`src/rtl/ldpc_mux_scheduler_if.sv`:
```
`default_nettype none
// +--------------------------------------------------------------------------+
// | ldpc_mux_scheduler_if : descriptor / data / forest-side bus bundle        |
// | Rev 1.0                                                                  |
// +--------------------------------------------------------------------------+
interface ldpc_mux_scheduler_if #(
  parameter int WIDTH            = 8,
  parameter int NUM_RAMS         = 24,
  parameter int EXPANSION_FACTOR = 96
);
  localparam int OW = $clog2(EXPANSION_FACTOR);
  localparam int RW = $clog2(NUM_RAMS);

  logic [8*OW-1:0]    i_desc_shift;
  logic [8*RW-1:0]    i_desc_ram;
  logic [8*3-1:0]     i_desc_branch;
  logic               i_desc_valid;
  logic               o_desc_ready;
  logic [8*WIDTH-1:0] i_data;
  logic               i_data_valid;
  logic               o_data_ready;
  logic [8*WIDTH-1:0] o_data;
  logic [8*OW-1:0]    o_offset;
  logic [8*RW-1:0]    o_ram_addr;
  logic [8*3-1:0]     o_to_branch;
  logic               o_valid;
  logic               o_busy;
  logic               o_done;
  logic               o_desc_error;

  modport master (
    output i_desc_shift, i_desc_ram, i_desc_branch, i_desc_valid, i_data, i_data_valid,
    input  o_desc_ready, o_data_ready, o_data, o_offset, o_ram_addr, o_to_branch,
           o_valid, o_busy, o_done, o_desc_error
  );

  modport slave (
    input  i_desc_shift, i_desc_ram, i_desc_branch, i_desc_valid, i_data, i_data_valid,
    output o_desc_ready, o_data_ready, o_data, o_offset, o_ram_addr, o_to_branch,
           o_valid, o_busy, o_done, o_desc_error
  );
endinterface
`default_nettype wire

```
`src/rtl/ldpc_mux_scheduler.sv`:
```
`default_nettype none
// +--------------------------------------------------------------------------+
// | ldpc_mux_scheduler : one-layer sequencer feeding the LDPC mux forest      |
// | Optional stats counters: LDPC_MUX_SCHEDULER_STATS_EN         Rev 1.0     |
// +--------------------------------------------------------------------------+
module ldpc_mux_scheduler #(
  parameter int WIDTH            = 8,
  parameter int NUM_RAMS         = 24,
  parameter int EXPANSION_FACTOR = 96
) (
  input  logic                i_clock,
  input  logic                i_reset,
  ldpc_mux_scheduler_if.slave bus
`ifdef LDPC_MUX_SCHEDULER_STATS_EN
  ,
  output logic [15:0]         o_layer_count,
  output logic [15:0]         o_stall_count
`endif
);
  localparam int OW = $clog2(EXPANSION_FACTOR);
  localparam int RW = $clog2(NUM_RAMS);
  localparam int c_LANES = 8;
  localparam logic [OW-1:0] c_ZM1 = OW'(EXPANSION_FACTOR - 1);

  localparam logic [1:0] S_IDLE = 2'd0;
  localparam logic [1:0] S_RUN  = 2'd1;
  localparam logic [1:0] S_DONE = 2'd2;

  logic [1:0]         r_state;
  logic [1:0]         w_next;
  logic [OW-1:0]      r_beat;
  logic [8*RW-1:0]    r_ram;
  logic [8*RW-1:0]    r_ram_addr;
  logic [8*3-1:0]     r_branch;
  logic [8*3-1:0]     r_to_branch;
  logic [8*WIDTH-1:0] r_data;
  logic               r_valid;
  logic               r_done;
  logic               r_err;
  logic [c_LANES-1:0] w_bad;
  logic               w_desc_acc;
  logic               w_load;
  logic               w_beat_acc;
  logic               w_last;
  logic               w_desc_ready;
  logic               w_data_ready;
  logic               w_busy;

  assign w_desc_acc = (r_state == S_IDLE) && bus.i_desc_valid;
  assign w_load     = w_desc_acc && (w_bad == '0);
  assign w_beat_acc = (r_state == S_RUN) && bus.i_data_valid;
  assign w_last     = w_beat_acc && (r_beat == c_ZM1);

  always_ff @(posedge i_clock or posedge i_reset) begin
    if (i_reset) r_state <= S_IDLE;
    else         r_state <= w_next;
  end

  always_comb begin
    w_next = r_state;
    case (r_state)
      S_IDLE:  if (w_load) w_next = S_RUN;
      S_RUN:   if (w_last) w_next = S_DONE;
      S_DONE:  w_next = S_IDLE;
      default: w_next = S_IDLE;
    endcase
  end

  always_comb begin
    w_desc_ready = 1'b0;
    w_data_ready = 1'b0;
    w_busy       = 1'b0;
    case (r_state)
      S_IDLE:  w_desc_ready = 1'b1;
      S_RUN: begin
        w_data_ready = 1'b1;
        w_busy       = 1'b1;
      end
      default: ;
    endcase
  end

  // Each lane walks (shift + beat) mod Z with a compare-and-wrap counter.
  for (genvar n = 0; n < c_LANES; n++) begin : g_lane
    logic [OW-1:0] w_shift;
    logic [OW-1:0] r_cnt;
    logic [OW-1:0] r_off;

    assign w_shift  = bus.i_desc_shift[n*OW +: OW];
    assign w_bad[n] = (w_shift > c_ZM1);

    always_ff @(posedge i_clock or posedge i_reset) begin
      if (i_reset) begin
        r_cnt <= '0;
        r_off <= '0;
      end else if (w_load) begin
        r_cnt <= w_shift;
      end else if (w_beat_acc) begin
        r_off <= r_cnt;
        r_cnt <= (r_cnt == c_ZM1) ? '0 : r_cnt + 1'b1;
      end
    end

    assign bus.o_offset[n*OW +: OW] = r_off;
  end

  always_ff @(posedge i_clock or posedge i_reset) begin
    if (i_reset) begin
      r_beat      <= '0;
      r_ram       <= '0;
      r_branch    <= '0;
      r_data      <= '0;
      r_ram_addr  <= '0;
      r_to_branch <= '0;
      r_valid     <= 1'b0;
      r_done      <= 1'b0;
      r_err       <= 1'b0;
    end else begin
      r_valid <= w_beat_acc;
      r_done  <= (r_state == S_DONE);
      r_err   <= w_desc_acc && (w_bad != '0);
      if (w_load) begin
        r_beat   <= '0;
        r_ram    <= bus.i_desc_ram;
        r_branch <= bus.i_desc_branch;
      end else if (w_beat_acc) begin
        r_beat      <= r_beat + 1'b1;
        r_data      <= bus.i_data;
        r_ram_addr  <= r_ram;
        r_to_branch <= r_branch;
      end
    end
  end

  assign bus.o_desc_ready = w_desc_ready;
  assign bus.o_data_ready = w_data_ready;
  assign bus.o_busy       = w_busy;
  assign bus.o_data       = r_data;
  assign bus.o_ram_addr   = r_ram_addr;
  assign bus.o_to_branch  = r_to_branch;
  assign bus.o_valid      = r_valid;
  assign bus.o_done       = r_done;
  assign bus.o_desc_error = r_err;

`ifdef LDPC_MUX_SCHEDULER_STATS_EN
  logic [15:0] r_layer_count;
  logic [15:0] r_stall_count;

  always_ff @(posedge i_clock or posedge i_reset) begin
    if (i_reset) begin
      r_layer_count <= '0;
      r_stall_count <= '0;
    end else begin
      if (r_done && (r_layer_count != 16'hFFFF))
        r_layer_count <= r_layer_count + 1'b1;
      if ((r_state == S_RUN) && !bus.i_data_valid && (r_stall_count != 16'hFFFF))
        r_stall_count <= r_stall_count + 1'b1;
    end
  end

  assign o_layer_count = r_layer_count;
  assign o_stall_count = r_stall_count;
`endif
endmodule
`default_nettype wire
```
`src/flat_wrapper.sv`:
```
// flat-port wrapper written by rule: the top's interface ports become plain ports
module ldpc_mux_scheduler_flat 
#(
  parameter int WIDTH            = 8,
  parameter int NUM_RAMS         = 24,
  parameter int EXPANSION_FACTOR = 96
)
  (i_clock, i_reset, bus_i_desc_shift, bus_i_desc_ram, bus_i_desc_branch, bus_i_desc_valid, bus_i_data, bus_i_data_valid, bus_o_desc_ready, bus_o_data_ready, bus_o_data, bus_o_offset, bus_o_ram_addr, bus_o_to_branch, bus_o_valid, bus_o_busy, bus_o_done, bus_o_desc_error);
  ldpc_mux_scheduler_if #(.WIDTH(WIDTH), .NUM_RAMS(NUM_RAMS), .EXPANSION_FACTOR(EXPANSION_FACTOR)) bus_i ();
  input  logic i_clock;
  input  logic i_reset;
  input wire logic [$bits(bus_i.i_desc_shift)-1:0] bus_i_desc_shift;
  input wire logic [$bits(bus_i.i_desc_ram)-1:0] bus_i_desc_ram;
  input wire logic [$bits(bus_i.i_desc_branch)-1:0] bus_i_desc_branch;
  input wire logic [$bits(bus_i.i_desc_valid)-1:0] bus_i_desc_valid;
  input wire logic [$bits(bus_i.i_data)-1:0] bus_i_data;
  input wire logic [$bits(bus_i.i_data_valid)-1:0] bus_i_data_valid;
  output wire logic [$bits(bus_i.o_desc_ready)-1:0] bus_o_desc_ready;
  output wire logic [$bits(bus_i.o_data_ready)-1:0] bus_o_data_ready;
  output wire logic [$bits(bus_i.o_data)-1:0] bus_o_data;
  output wire logic [$bits(bus_i.o_offset)-1:0] bus_o_offset;
  output wire logic [$bits(bus_i.o_ram_addr)-1:0] bus_o_ram_addr;
  output wire logic [$bits(bus_i.o_to_branch)-1:0] bus_o_to_branch;
  output wire logic [$bits(bus_i.o_valid)-1:0] bus_o_valid;
  output wire logic [$bits(bus_i.o_busy)-1:0] bus_o_busy;
  output wire logic [$bits(bus_i.o_done)-1:0] bus_o_done;
  output wire logic [$bits(bus_i.o_desc_error)-1:0] bus_o_desc_error;
  assign bus_i.i_desc_shift = bus_i_desc_shift;
  assign bus_i.i_desc_ram = bus_i_desc_ram;
  assign bus_i.i_desc_branch = bus_i_desc_branch;
  assign bus_i.i_desc_valid = bus_i_desc_valid;
  assign bus_i.i_data = bus_i_data;
  assign bus_i.i_data_valid = bus_i_data_valid;
  assign bus_o_desc_ready = bus_i.o_desc_ready;
  assign bus_o_data_ready = bus_i.o_data_ready;
  assign bus_o_data = bus_i.o_data;
  assign bus_o_offset = bus_i.o_offset;
  assign bus_o_ram_addr = bus_i.o_ram_addr;
  assign bus_o_to_branch = bus_i.o_to_branch;
  assign bus_o_valid = bus_i.o_valid;
  assign bus_o_busy = bus_i.o_busy;
  assign bus_o_done = bus_i.o_done;
  assign bus_o_desc_error = bus_i.o_desc_error;
  ldpc_mux_scheduler #(.WIDTH(WIDTH), .NUM_RAMS(NUM_RAMS), .EXPANSION_FACTOR(EXPANSION_FACTOR)) u_core (.i_clock(i_clock), .i_reset(i_reset), .bus(bus_i));
endmodule
```
`config.mk`:
```
export PLATFORM = sky130hd
export DESIGN_NAME = ldpc_mux_scheduler_flat
export DESIGN_NICKNAME = d
export VERILOG_FILES = /design/src/rtl/ldpc_mux_scheduler_if.sv /design/src/rtl/ldpc_mux_scheduler.sv /design/src/flat_wrapper.sv
export SDC_FILE = /design/constraint.sdc
export NUM_CORES = 1
export LEC_CHECK = 0
export BUFFER_PORTS_ARGS = -buffer_cell sky130_fd_sc_hd__buf_2
export CORE_ASPECT_RATIO = 1.75
export CORE_MARGIN = 1
export CORE_UTILIZATION = 56
export CTS_CLUSTER_SIZE = 30
export DETAILED_ROUTE_END_ITERATION = 10
export PLACE_DENSITY = 0.91
export SLEW_MARGIN = 20
export SYNTH_ARGS = -nofsm -noshare
export SYNTH_HDL_FRONTEND = slang
export SYNTH_SLANG_ARGS = --single-unit
```
`constraint.sdc`:
```
create_clock -name i_clock -period 19.94 [get_ports i_clock]
set_input_delay 2.991 -clock i_clock [delete_from_list [all_inputs] [get_ports i_clock]]
set_output_delay 2.991 -clock i_clock [all_outputs]
set_load 0.005 [all_outputs]
```
After elaboration in Yosys (flattened, before gate mapping)
Cells that the tools add are included.

Add/subtract/negate cells: 9. Magnitude comparators: 8. Equal/unequal tests: 13. Multiplexer cells: 31. Bitwise operators: 1. Reductions and logical operators: 11.

Operators with widths (number): 2-to-1 mux 7 bit (26); adder 7 x 1 -> 7 bit, second input constant (9); == test 7 bit, second input constant (9); greater-than comparator 7 bit, second input constant (8); logical NOT 8 bit (1); nonzero test 8 bit (1); logical AND 1 bit (5); 2-to-1 mux 2 bit (2); != test 2 x 1 -> 1 bit, second input constant (2); case mux 2 bit (2 select lines) (1); AND reduction 2 bit (2); == test 2 x 1 -> 1 bit, second input constant (1); == test 2 bit, second input constant (1); logical NOT 2 bit (1); 2-to-1 mux 1 bit (2); nonzero test 2 bit (1); inverter 1 bit (1).

Register bits: 316. Bits of input ports: 188. Output and inout port bits: 190. Word-level logic and storage cells: 99.

Longest topological paths before layout
Gate-level depths: netlist of the first run.

Word-level depth: 5. Depth in mapped cells: 7. Depth with buffers taken out: 5.

Least setup slack after synthesis of the first run
No wires, ideal clock.

Path kind: input -> register. Start point: input port bus_i_desc_shift[19]. End point: register u_core.r_ram[27]. Library setup time: 125 ps. Arrival time: 4107 ps. Required time: 19815 ps. Setup slack: 15708 ps. Stages: 5. Buffers on the path: 1. Cells stage by stage: a22oi_1 -> nand4_2 -> nor2_4 -> buf_4 -> mux2_2.

Longest elaborated chain between the ends: 3.

RTL lines: start: declaration (RTL line flat_wrapper.sv:12) `input wire logic [$bits(bus_i.i_desc_shift)-1:0] bus_i_desc_shift;`; greater-than comparator 7 bit (RTL line ldpc_mux_scheduler.sv:90) `assign w_bad[n] = (w_shift > c_ZM1);`; logical NOT 8 bit (RTL line ldpc_mux_scheduler.sv:50) `assign w_load = w_desc_acc && (w_bad == '0);`; logical AND 1 bit (RTL line ldpc_mux_scheduler.sv:50); end signal: assignment (RTL line ldpc_mux_scheduler.sv:124) `r_ram <= bus.i_desc_ram;`; end: declaration (RTL line ldpc_mux_scheduler.sv:32) `logic [8*RW-1:0] r_ram;`.

No other way between the ends. A chain may end at the register's enable or synchronous reset.

Worst setup path in the final report of the first run
Start point: input port bus_i_data_valid. End point: register u_core.g_lane[1].r_cnt[6].

Longest elaborated chain between the ends: 2.

RTL lines: start: declaration (RTL line flat_wrapper.sv:17) `input wire logic [$bits(bus_i.i_data_valid)-1:0] bus_i_data_valid;`; logical AND 1 bit (RTL line ldpc_mux_scheduler.sv:51) `assign w_beat_acc = (r_state == S_RUN) && bus.i_data_valid;`; nonzero test 2 bit (no line); end signal: assignment (RTL line ldpc_mux_scheduler.sv:97) `r_cnt <= w_shift;`; end signal: assignment (RTL line ldpc_mux_scheduler.sv:100) `r_cnt <= (r_cnt == c_ZM1) ? '0 : r_cnt + 1'b1;`; end: declaration (RTL line ldpc_mux_scheduler.sv:86) `logic [OW-1:0] r_cnt;`.

No other way between the ends.

==> impl_metrics.tcl, run 1 <==
set metrics [dict create \
    ys_ff_latch 316 \
    synthFlopType "dfrtp_1" \
    gp_congestion 0.9264 \
    vias 10890 \
    totalWireLength_um 35410 \
    p_clk_frac 0.344 \
    p_sw_frac 0.2896 \
    post_drt_wl_per_cell_um 17.86 \
    n_fill_cell 1605 \
    design.die.area_um2 23930 \
    internal-power_mw 1.118 \
    leakage_nw 8.920 \
    layout_setup_ws_ns 14.90 \
    fin_crit_ns 5.041 \
    track_usage 0.2974 \
    synth_common_cells "nand2_1, dfrtp_1, buf_2, a221o_1, mux2_2" \
    worst-slew-pin-transition_ns 1.098 \
    ys_types 49 \
    clock_path_buffers 3 \
    r2r.worst_path.cells 7 \
    critPathMaxStageDelay_ns 0.82 \
    drv_cap 0 \
    core_um2 22740 \
    cts_buffers 28 \
    post-cts-setup-buffers 0 \
    drt_iter0_drc 958 \
    synth_nets 1502 \
    antenna_found_initial 7 \
    overflow 0 \
    synth_area_leaders "dfrtp_1, nand2_1, mux2_2" \
    hp-start "u_core.r_ram[9]$_DFFE_PP0P_" \
    synth_most_common_cell "nand2_1" \
    crit_type "in2reg" \
    drc 0 \
    grt_pass1_wl_um 56680 \
    r2r_end "u_core.g_lane[1].r_cnt[6]$_DFFE_PP0P_" \
    tns_ns 0 \
    finalHoldViolCount 0 \
    ios 378 \
    vdd_drop_max_v 0.00007111 \
    ff_latch_area_um2 7908 \
    multi_input_area_um2 4736 \
    cts_tree "built" \
    worst_path_max_delay_cell "buf_4" \
    firstDrtPassIters 7 \
    die_w_um 117.4 \
    fin_nets 1850 \
    p_seq_frac 0.506 \
    syn_area_um2 13040 \
    startpoint_type "input pin" \
    root_buffer "clkbuf_16" \
    grt_setup_unrepaired "no" \
    ant_nets 0 \
    status "finished clean" \
    synth_seq_area_share 0.6064 \
    pwr-share-comb 0.150 \
    drive_gt1_frac 0.2903 \
    end_kind "register" \
    crit_required_ns 20.42 \
    synth_top_area_frac 0.6064 \
    finClkSkew_ns 0.02051 \
    min_to "u_core.bus.o_ram_addr[9]$_DFFE_PP0P_" \
    yosys_warnings 0 \
    fin_crit_sh 0.2528 \
    slew-limit-headroom 0.2683 \
    reg2reg_from "u_core.r_state[1]$_DFFE_PP0P_" \
    clkSlewWorstSetupHoldPaths_ns 0.07 \
    viasPerCell 5.495 \
    min_path_type "reg2reg" \
    setup_viol 0 \
    grt_max_degree 181 \
    syn_avg_cell_area_um2 9.993 \
    htree_levels 1 \
    first_global_vias 11200 \
    powerDensity_nw_per_um2 98.40 \
    async_flop_share 1.000 \
    hpwlAfterDp_um 23640 \
    cts_hold_buf 0 \
    cp.arrival_ns 5.52 \
    cts_sinks 316 \
    initial_core_util 0.5734 \
    path_common_cell "buf_4" \
    numPortBuffers 377 \
    fp-row-count 73 \
    synthCells 1305 \
    worstSkewPairLatency_ns 0.56 \
    cts_resized 0 \
    dieHeight_um 203.9 \
    holdPathStages 2 \
    dpl_worst_slack_ns 14.36 \
    regToRegSetupSlack_ns 16.92 \
    area.growth.synth_to_final_pct 22.67 \
    path_cells "buf_2 > nand3b_1 > buf_4 > inv_6 > buf_4 > nand4_1 > or4b_1 > o211ai_1" \
    max_freq_mhz 198.4 \
    slew_violations 0 \
    path_max_fanout 95 \
    synth_top_area_cell "dfrtp_1" \
    p_sw_mw 0.4558 \
    synth_edf_count 0 \
]
## routing by layer
| metal | part of all wire | GRT usage |
|---|---|---|
| met1 | 0.37 | 0.3510 |
| met2 | 0.51 | 0.5011 |
| met3 | 0.069 | 0.05971 |
| met4 | 0.049 | 0.1823 |
| met5 | 0 | 0 |
## power groups by stage
stage	registers (mW)	clock network (mW)	logic, mW
6_report	0.796	0.541	0.237
5_1_grt	0.807	0.571	0.267
4_1_cts	0.793	0.553	0.239
3_5_place_dp	0.803	0	0.236
3_3_place_gp	0.798	0	0.225
2_1_floorplan	0.790	0	0.136
## worst max-delay path, delay by kind of cell
family          cells  cell delay, ns
compound gates      1            0.10
simple gates        3            0.89
buf+inv             4            1.46
## cell families after synthesis
kind of cell,after synthesis,synth area share
multiplexers,65,0.05613
AO/OA/AOI/OAI,122,0.07119
buffers and inverters,83,0.03108
flip-flops,316,0.6064
XOR/XNOR,3,0.002015
adder cells (fa/ha/maj),9,0.008635
AND/OR/NAND/NOR,707,0.2246
## stage by stage
step / cells / utilization / total power [mW] / cell area, µm² / hold WS (ns)
2_1_floorplan: 1305 / - / 0.9263 / 13040 / 0.4315
3_3_place_gp: 1923 / 0.6624 / 1.024 / 15070 / 0.4407
3_5_place_dp: 1923 / 0.6624 / 1.039 / 15070 / 0.4528
4_1_cts: 1974 / 0.7025 / 1.585 / 15980 / 0.4474
5_1_grt: 1980 / 0.7032 / 1.645 / 15990 / 0.4878
6_report: 1982 / 0.7034 / 1.574 / 16000 / 0.4598
## flip-flops by register name, summed over array words and instances, names as in the netlist
register / cells
u_core.r_ram: 40
u_core.bus.o_to_branch: 24
u_core.bus.o_valid: 1
u_core.g_lane.r_off: 56
u_core.bus.o_desc_error: 1
u_core.bus.o_ram_addr: 40
u_core.r_state: 2
u_core.g_lane.r_cnt: 56
u_core.r_branch: 24
u_core.bus.o_done: 1
u_core.r_beat: 7
u_core.bus.o_data: 64
## cells in the final DEF, fill, tap and decap left out, types with 3 or more instances in the layout
master and instances:
and3_1 7, clkinv_2 5, or3_1 13, xor2_1 3
a221o_1 41, nor2_1 15, o21ai_0 25, a31oi_1 4
nand2_1 579, o211ai_1 8, mux2_2 39, buf_2 377
a21oi_1 16, clkbuf_8 3, buf_4 11, clkbuf_1 4
ha_1 9, nand2b_1 19, nand3b_1 5, mux2_1 26
clkbuf_16 29, nor3_1 6, inv_6 5, inv_1 10
nand3_1 32, nor4b_1 3, o31ai_1 5, o221ai_1 6
dfrtp_1 316, nand4_1 12, diode_2 8, or2_2 4
clkinvlp_4 3, a22oi_1 4
## how the worst max path moves through the flow
stage | from | to
after floorplan | i_reset | u_core.bus.o_data[0]$_DFFE_PP0P_
after global placement | bus_i_data_valid | u_core.g_lane[1].r_cnt[6]$_DFFE_PP0P_
after detailed placement | bus_i_data_valid | u_core.g_lane[1].r_cnt[6]$_DFFE_PP0P_
after CTS | bus_i_data_valid | u_core.g_lane[1].r_cnt[6]$_DFFE_PP0P_
after global routing | bus_i_data_valid | u_core.g_lane[1].r_cnt[6]$_DFFE_PP0P_
final | bus_i_data_valid | u_core.g_lane[1].r_cnt[6]$_DFFE_PP0P_
## layout make-up
type	count	area share
sequential	316	0.4943
tap	300	0.02346
multi-input combinational	906	0.2960
clock inverter	15	0.008134
inverter	12	0.003598
antenna	8	0.001251
clock buffer	36	0.04888
timing repair buffer	389	0.1244
Power figures use the tool's default switching activity.
==> run 2: changes to the inputs <==
Settings changed: CORE_UTILIZATION 56 to 52, PLACE_DENSITY 0.91 to 0.86.
Clock period 19.94 ns to 5.11 ns, I/O delays scaled along.
==> run 2 against run 1 <==
Compared with the run above: clock skew shrank 0.014 ns; critical path depth shrank 2; routed wire length grew 1.3%; combinational power grew to 3.9 times the previous value; flip-flop and latch count is the same; count of clock-buffer cells in the layout grew 3; final cell count grew 0.50%; via count grew 0.22%; total power grew to 4.0 times the previous value; largest cell class unchanged; highest routed layer is now met5.
==> impl_metrics.tcl, run 2 (synthesis gave the netlist of run 1 again) <==
set metrics [dict create \
    vdd_drop_max_v 0.0003151 \
    core_um2 24630 \
    n_fill_cell 1914 \
    clkSlewWorstSetupHoldPaths_ns 0.07 \
    cts_hold_buf 0 \
    final_cell_mix "nand2_1, buf_2, dfrtp_1" \
    dpl_worst_slack_ns 1.899 \
    r2r_end "u_core.g_lane[4].r_cnt[5]$_DFFE_PP0P_" \
    overflow 0 \
    ff_latch_area_um2 7908 \
    htree_levels 1 \
    cts_resized 0 \
    worst-slew-pin-transition_ns 1.279 \
    ios 378 \
    largest_reg_flops 64 \
    cts_buffers 28 \
    multi_input_area_um2 4736 \
    fin_crit_ns 2.712 \
    grt_max_degree 220 \
    startpoint "bus_i_desc_shift[47]" \
    first_global_vias 11020 \
    drc 0 \
    tns_ns 0 \
    drive_gt1_frac 0.2905 \
    min_path_type "in2async" \
    crit_type "in2reg" \
    max_freq_mhz 368.7 \
    clock_path_buffers 3 \
    grt_setup_unrepaired "no" \
    design.die.area_um2 25740 \
    post-cts-setup-buffers 0 \
    grt_pass1_wl_um 56210 \
    post_drt_wl_per_cell_um 18.00 \
    path_max_fanout 39 \
    leakage_nw 8.979 \
    antenna_found_initial 8 \
    fin_crit_sh 0.5307 \
    powerDensity_nw_per_um2 393.4 \
    regToRegSetupSlack_ns 2.49 \
    dieHeight_um 211.5 \
    finClkSkew_ns 0.006843 \
    use_met2 0.4677 \
    grtUsageMet1 0.3268 \
    cp.arrival_ns 3.14 \
    layout_commonest_cell "nand2_1" \
    finalHoldViolCount 0 \
    area.growth.synth_to_final_pct 23.66 \
    crit_required_ns 5.54 \
    die_w_um 121.7 \
    grt.met3_usage 0.07274 \
    initial_core_util 0.5295 \
    grt_most_used_layer "met2" \
    drt_iter0_drc 732 \
    gp_congestion 0.8784 \
    reg2reg_from "u_core.r_state[0]$_DFFE_PP0P_" \
    vias 10920 \
    hpwlAfterDp_um 24100 \
    slew_violations 0 \
    fin_nets 1848 \
    cts_sinks 316 \
    r2r.worst_path.cells 5 \
    status "finished clean" \
    track_usage 0.2794 \
    fp-row-count 76 \
    slew-limit-headroom 0.1473 \
    worstSkewPairLatency_ns 0.55 \
    root_buffer "clkbuf_16" \
    ant_nets 0 \
    startpoint_type "input pin" \
    end_kind "register" \
    totalWireLength_um 35860 \
    numPortBuffers 377 \
    firstDrtPassIters 7 \
    layout_setup_ws_ns 2.398 \
    drv_cap 0 \
    viasPerCell 5.479 \
    setup_viol 0 \
    cts_tree "built" \
]
==> run 2: worst max-delay path by stage <==
stage,endpoint,slack [ns],cells past startpoint
2_1_floorplan,u_core.bus.o_data[0]$_DFFE_PP0P_,0.13,1
3_3_place_gp,u_core.r_ram[25]$_DFFE_PP0P_,1.94,6
3_5_place_dp,u_core.r_ram[29]$_DFFE_PP0P_,1.90,6
4_1_cts,u_core.r_ram[24]$_DFFE_PP0P_,2.49,6
5_1_grt,u_core.r_ram[27]$_DFFE_PP0P_,2.32,6
6_report,u_core.r_ram[29]$_DFFE_PP0P_,2.40,6
==> run 2: power breakdown <==
part / internal (mW) / switching, mW / leakage [nW]
Clock: 1.35 / 0.960 / 0.504
Sequential: 2.80 / 0.305 / 4.19
Combinational: 0.417 / 0.516 / 4.29
==> run 2: layer usage <==
metal / part of all wire / routed length (µm)
met4: 0.045 / 1616
met2: 0.51 / 18210
met1: 0.37 / 13260
met5: 0.00045 / 16
met3: 0.077 / 2755
==> run 2: critical path, cell delays in order <==
cell and delay [ns]:
buf_2 0.11, a22oi_1 0.48, nand4_2 0.26, nor2_4 0.53
buf_4 0.55, mux2_2 0.40
==> run 2: final cells by class <==
class / instances / share of cell area
sequential: 316 / 0.4903
multi-input combinational: 906 / 0.2937
timing repair buffer: 387 / 0.1248
clock buffer: 39 / 0.05167
tap: 312 / 0.02421
clock inverter: 13 / 0.01094
inverter: 12 / 0.003336
antenna: 7 / 0.001086
==> run 2: stage by stage <==
stage / std cells / utilization / total power [mW] / instance area [µm²] / hold WS (ns)
detailed placement: 1933 / 0.6131 / 4.071 / 15100 / 0.4443
CTS: 1985 / 0.6541 / 6.363 / 16110 / 0.3862
finish: 1992 / 0.6548 / 6.345 / 16130 / 0.3889
global placement: 1933 / 0.6131 / 4.016 / 15100 / 0.4424
floorplan: 1305 / - / 3.615 / 13050 / 0.4315
global route: 1992 / 0.6548 / 6.633 / 16130 / 0.3997
==> run 3: changes to the inputs <==
Settings changed: CORE_UTILIZATION 52 to 47, PLACE_DENSITY 0.86 to 0.82.
Clock period 5.11 ns to 2.2 ns, I/O delays scaled along.
==> run 3 against run 2 <==
Compared with the run above: routed wire length up 12%; register-to-register slack got worse by 2.2 ns; via count increased by 7.3%; clock skew is 0.0063 ns higher; setup slack got worse by 2.1 ns; sequential share of layout area fell by 4.6 points; die area up 11%; worst hold slack got worse by 0.38 ns; flip-flop and latch count unchanged; critical path type unchanged; final cell count increased by 11%; total power up 140%.
==> impl_metrics.tcl, run 3 (synthesis gave the netlist of run 1 again) <==
set metrics [dict create \
    area.growth.synth_to_final_pct 36.56 \
    post_drt_wl_per_cell_um 18.19 \
    startpoint_type "input pin" \
    clkSlewWorstSetupHoldPaths_ns 0.07 \
    totalWireLength_um 40200 \
    worst-slew-pin-transition_ns 0.5662 \
    slew_violations 0 \
    drive_gt1_frac 0.2834 \
    htree_levels 1 \
    reg2reg_from "u_core.g_lane[2].r_cnt[1]$_DFFE_PP0P_" \
    crit_required_ns 2.63 \
    layout_commonest_cell "nand2_1" \
    grt_setup_unrepaired "no" \
    die_w_um 127.9 \
    design.die.area_um2 28440 \
    antenna_found_initial 6 \
    vias 11710 \
    layout_setup_ws_ns 0.2635 \
    core_um2 27230 \
    drv_cap 0 \
    crit_type "in2reg" \
    finClkSkew_ns 0.01315 \
    worstSkewPairLatency_ns 0.56 \
    worst_path_max_delay_cell "dlygate4sd3_1" \
    fp-row-count 80 \
    grt_max_degree 80 \
    overflow 0 \
    drc 0 \
    first_global_vias 12190 \
    status "finished clean" \
    track_usage 0.2841 \
    ant_nets 0 \
    grt_pass1_wl_um 63310 \
    cts_hold_buf 124 \
    cpLargestDelayFamily "buffers and inverters" \
    critPathMaxStageDelay_ns 0.56 \
    post-cts-setup-buffers 0 \
    firstDrtPassIters 5 \
    min_path_type "in2reg" \
    largest_reg_flops 64 \
    crit_buf_inv 3 \
    end_kind "register" \
    hpwlAfterDp_um 26060 \
    cts_sinks 316 \
    leakage_nw 9.692 \
    finalInstanceArea_um2 17810 \
    cts_resized 0 \
    fin_nets 2009 \
    gp_congestion 0.9187 \
    n_fill_cell 2056 \
    setup_viol 0 \
    path_max_fanout 51 \
    dpl_worst_slack_ns 0.2128 \
    dieHeight_um 222.4 \
    hp-start "bus_i_desc_branch[13]" \
    final_cell_mix "nand2_1, buf_2, dfrtp_1" \
    ff_latch_area_um2 7908 \
    vdd_drop_max_v 0.0006277 \
    slew-limit-headroom 0.6186 \
    path_cells "dlygate4sd3_1 > buf_2 > a22oi_1 > nand4_2 > nor2_4 > buf_12 > mux2_2" \
    powerDensity_nw_per_um2 853.8 \
    max_freq_mhz 516.4 \
    cts_buffers 29 \
    clock_path_buffers 3 \
    viasPerCell 5.298 \
    root_buffer "clkbuf_16" \
    drt_iter0_drc 665 \
    cp.arrival_ns 2.37 \
    multi_input_area_um2 4736 \
    whs_ns 0.01255 \
    finalHoldViolCount 0 \
    cts_tree "built" \
    ios 378 \
    startpoint "bus_i_desc_shift[20]" \
    placed_area_um2 15500 \
    initial_core_util 0.4790 \
    fin_crit_sh 0.8802 \
    fin_crit_ns 1.936 \
    numPortBuffers 377 \
]
==> run 3: changes by cell type in the layout (fill, tap and decap cells not counted), sizes merged <==
cell,before,now
dlygate4sd3,0,124
buf,387,423
clkbuf,39,44
clkinv,7,2
clkinvlp,1,3
bufinv,4,5
diode,7,6
inv,13,12
==> run 3: power breakdown <==
part	internal [mW]	leakage, nW	switching (mW)
combinational	1.16	5.00	1.26
sequential	6.51	4.19	0.729
clock	3.29	0.507	2.26
total	11.0	9.69	4.24
==> run 3: cell type report <==
| type | instances | share of cell area |
|---|---|---|
| inverter | 12 | 0.003021 |
| multi-input combinational | 906 | 0.2659 |
| clock buffer | 44 | 0.04841 |
| tap | 369 | 0.02592 |
| sequential | 316 | 0.4440 |
| antenna | 6 | 0.0008431 |
| timing repair buffer | 547 | 0.2013 |
| clock inverter | 10 | 0.01054 |
==> run 3: stage by stage <==
step / power, mW / util / cells / setup TNS (ns)
4_1_cts: 15.26 / 0.6536 / 2204 / 0
5_1_grt: 15.86 / 0.6541 / 2210 / 0
2_1_floorplan: 8.398 / - / 1305 / -739.71
6_report: 15.21 / 0.6541 / 2210 / 0
3_5_place_dp: 9.532 / 0.5694 / 2026 / 0
3_3_place_gp: 9.407 / 0.5694 / 2026 / 0
==> run 3: layer usage <==
| layer | global-route usage | share of wire | vias up | wire (µm) |
|---|---|---|---|---|
| li1 | - | - | 5346 | - |
| met1 | 0.3213 | 0.36 | 5705 | 14620 |
| met2 | 0.4876 | 0.51 | 507 | 20540 |
| met3 | 0.05538 | 0.063 | 150 | 2529 |
| met4 | 0.1780 | 0.062 | 0 | 2511 |
| met5 | 0 | 0 | - | 0 |
==> run 3: path summary, 6_finish.rpt <==
check                                                         to  slack, ns  cells past startpoint
max                               u_core.r_branch[0]$_DFFE_PP0P_       0.26                      7
min reg2reg                u_core.bus.o_to_branch[6]$_DFFE_PP0P_       0.46                      2
min in group asynchronous  u_core.g_lane[7].r_off[1]$_DFFE_PP0P_       0.36                      3
max reg2reg                u_core.g_lane[2].r_cnt[5]$_DFFE_PP0P_       0.26                      5
min                              u_core.r_branch[13]$_DFFE_PP0P_       0.01                      2
max in group asynchronous         u_core.r_branch[1]$_DFFE_PP0P_       1.03                      5
==> run 3: worst register-to-register path, stage by stage, from the launching register on <==
cell and delay (ns):
dfrtp_1 0.42, ha_1 0.24, nand4_1 0.22, o21ai_0 0.54
a21oi_1 0.13, a221o_1 0.28
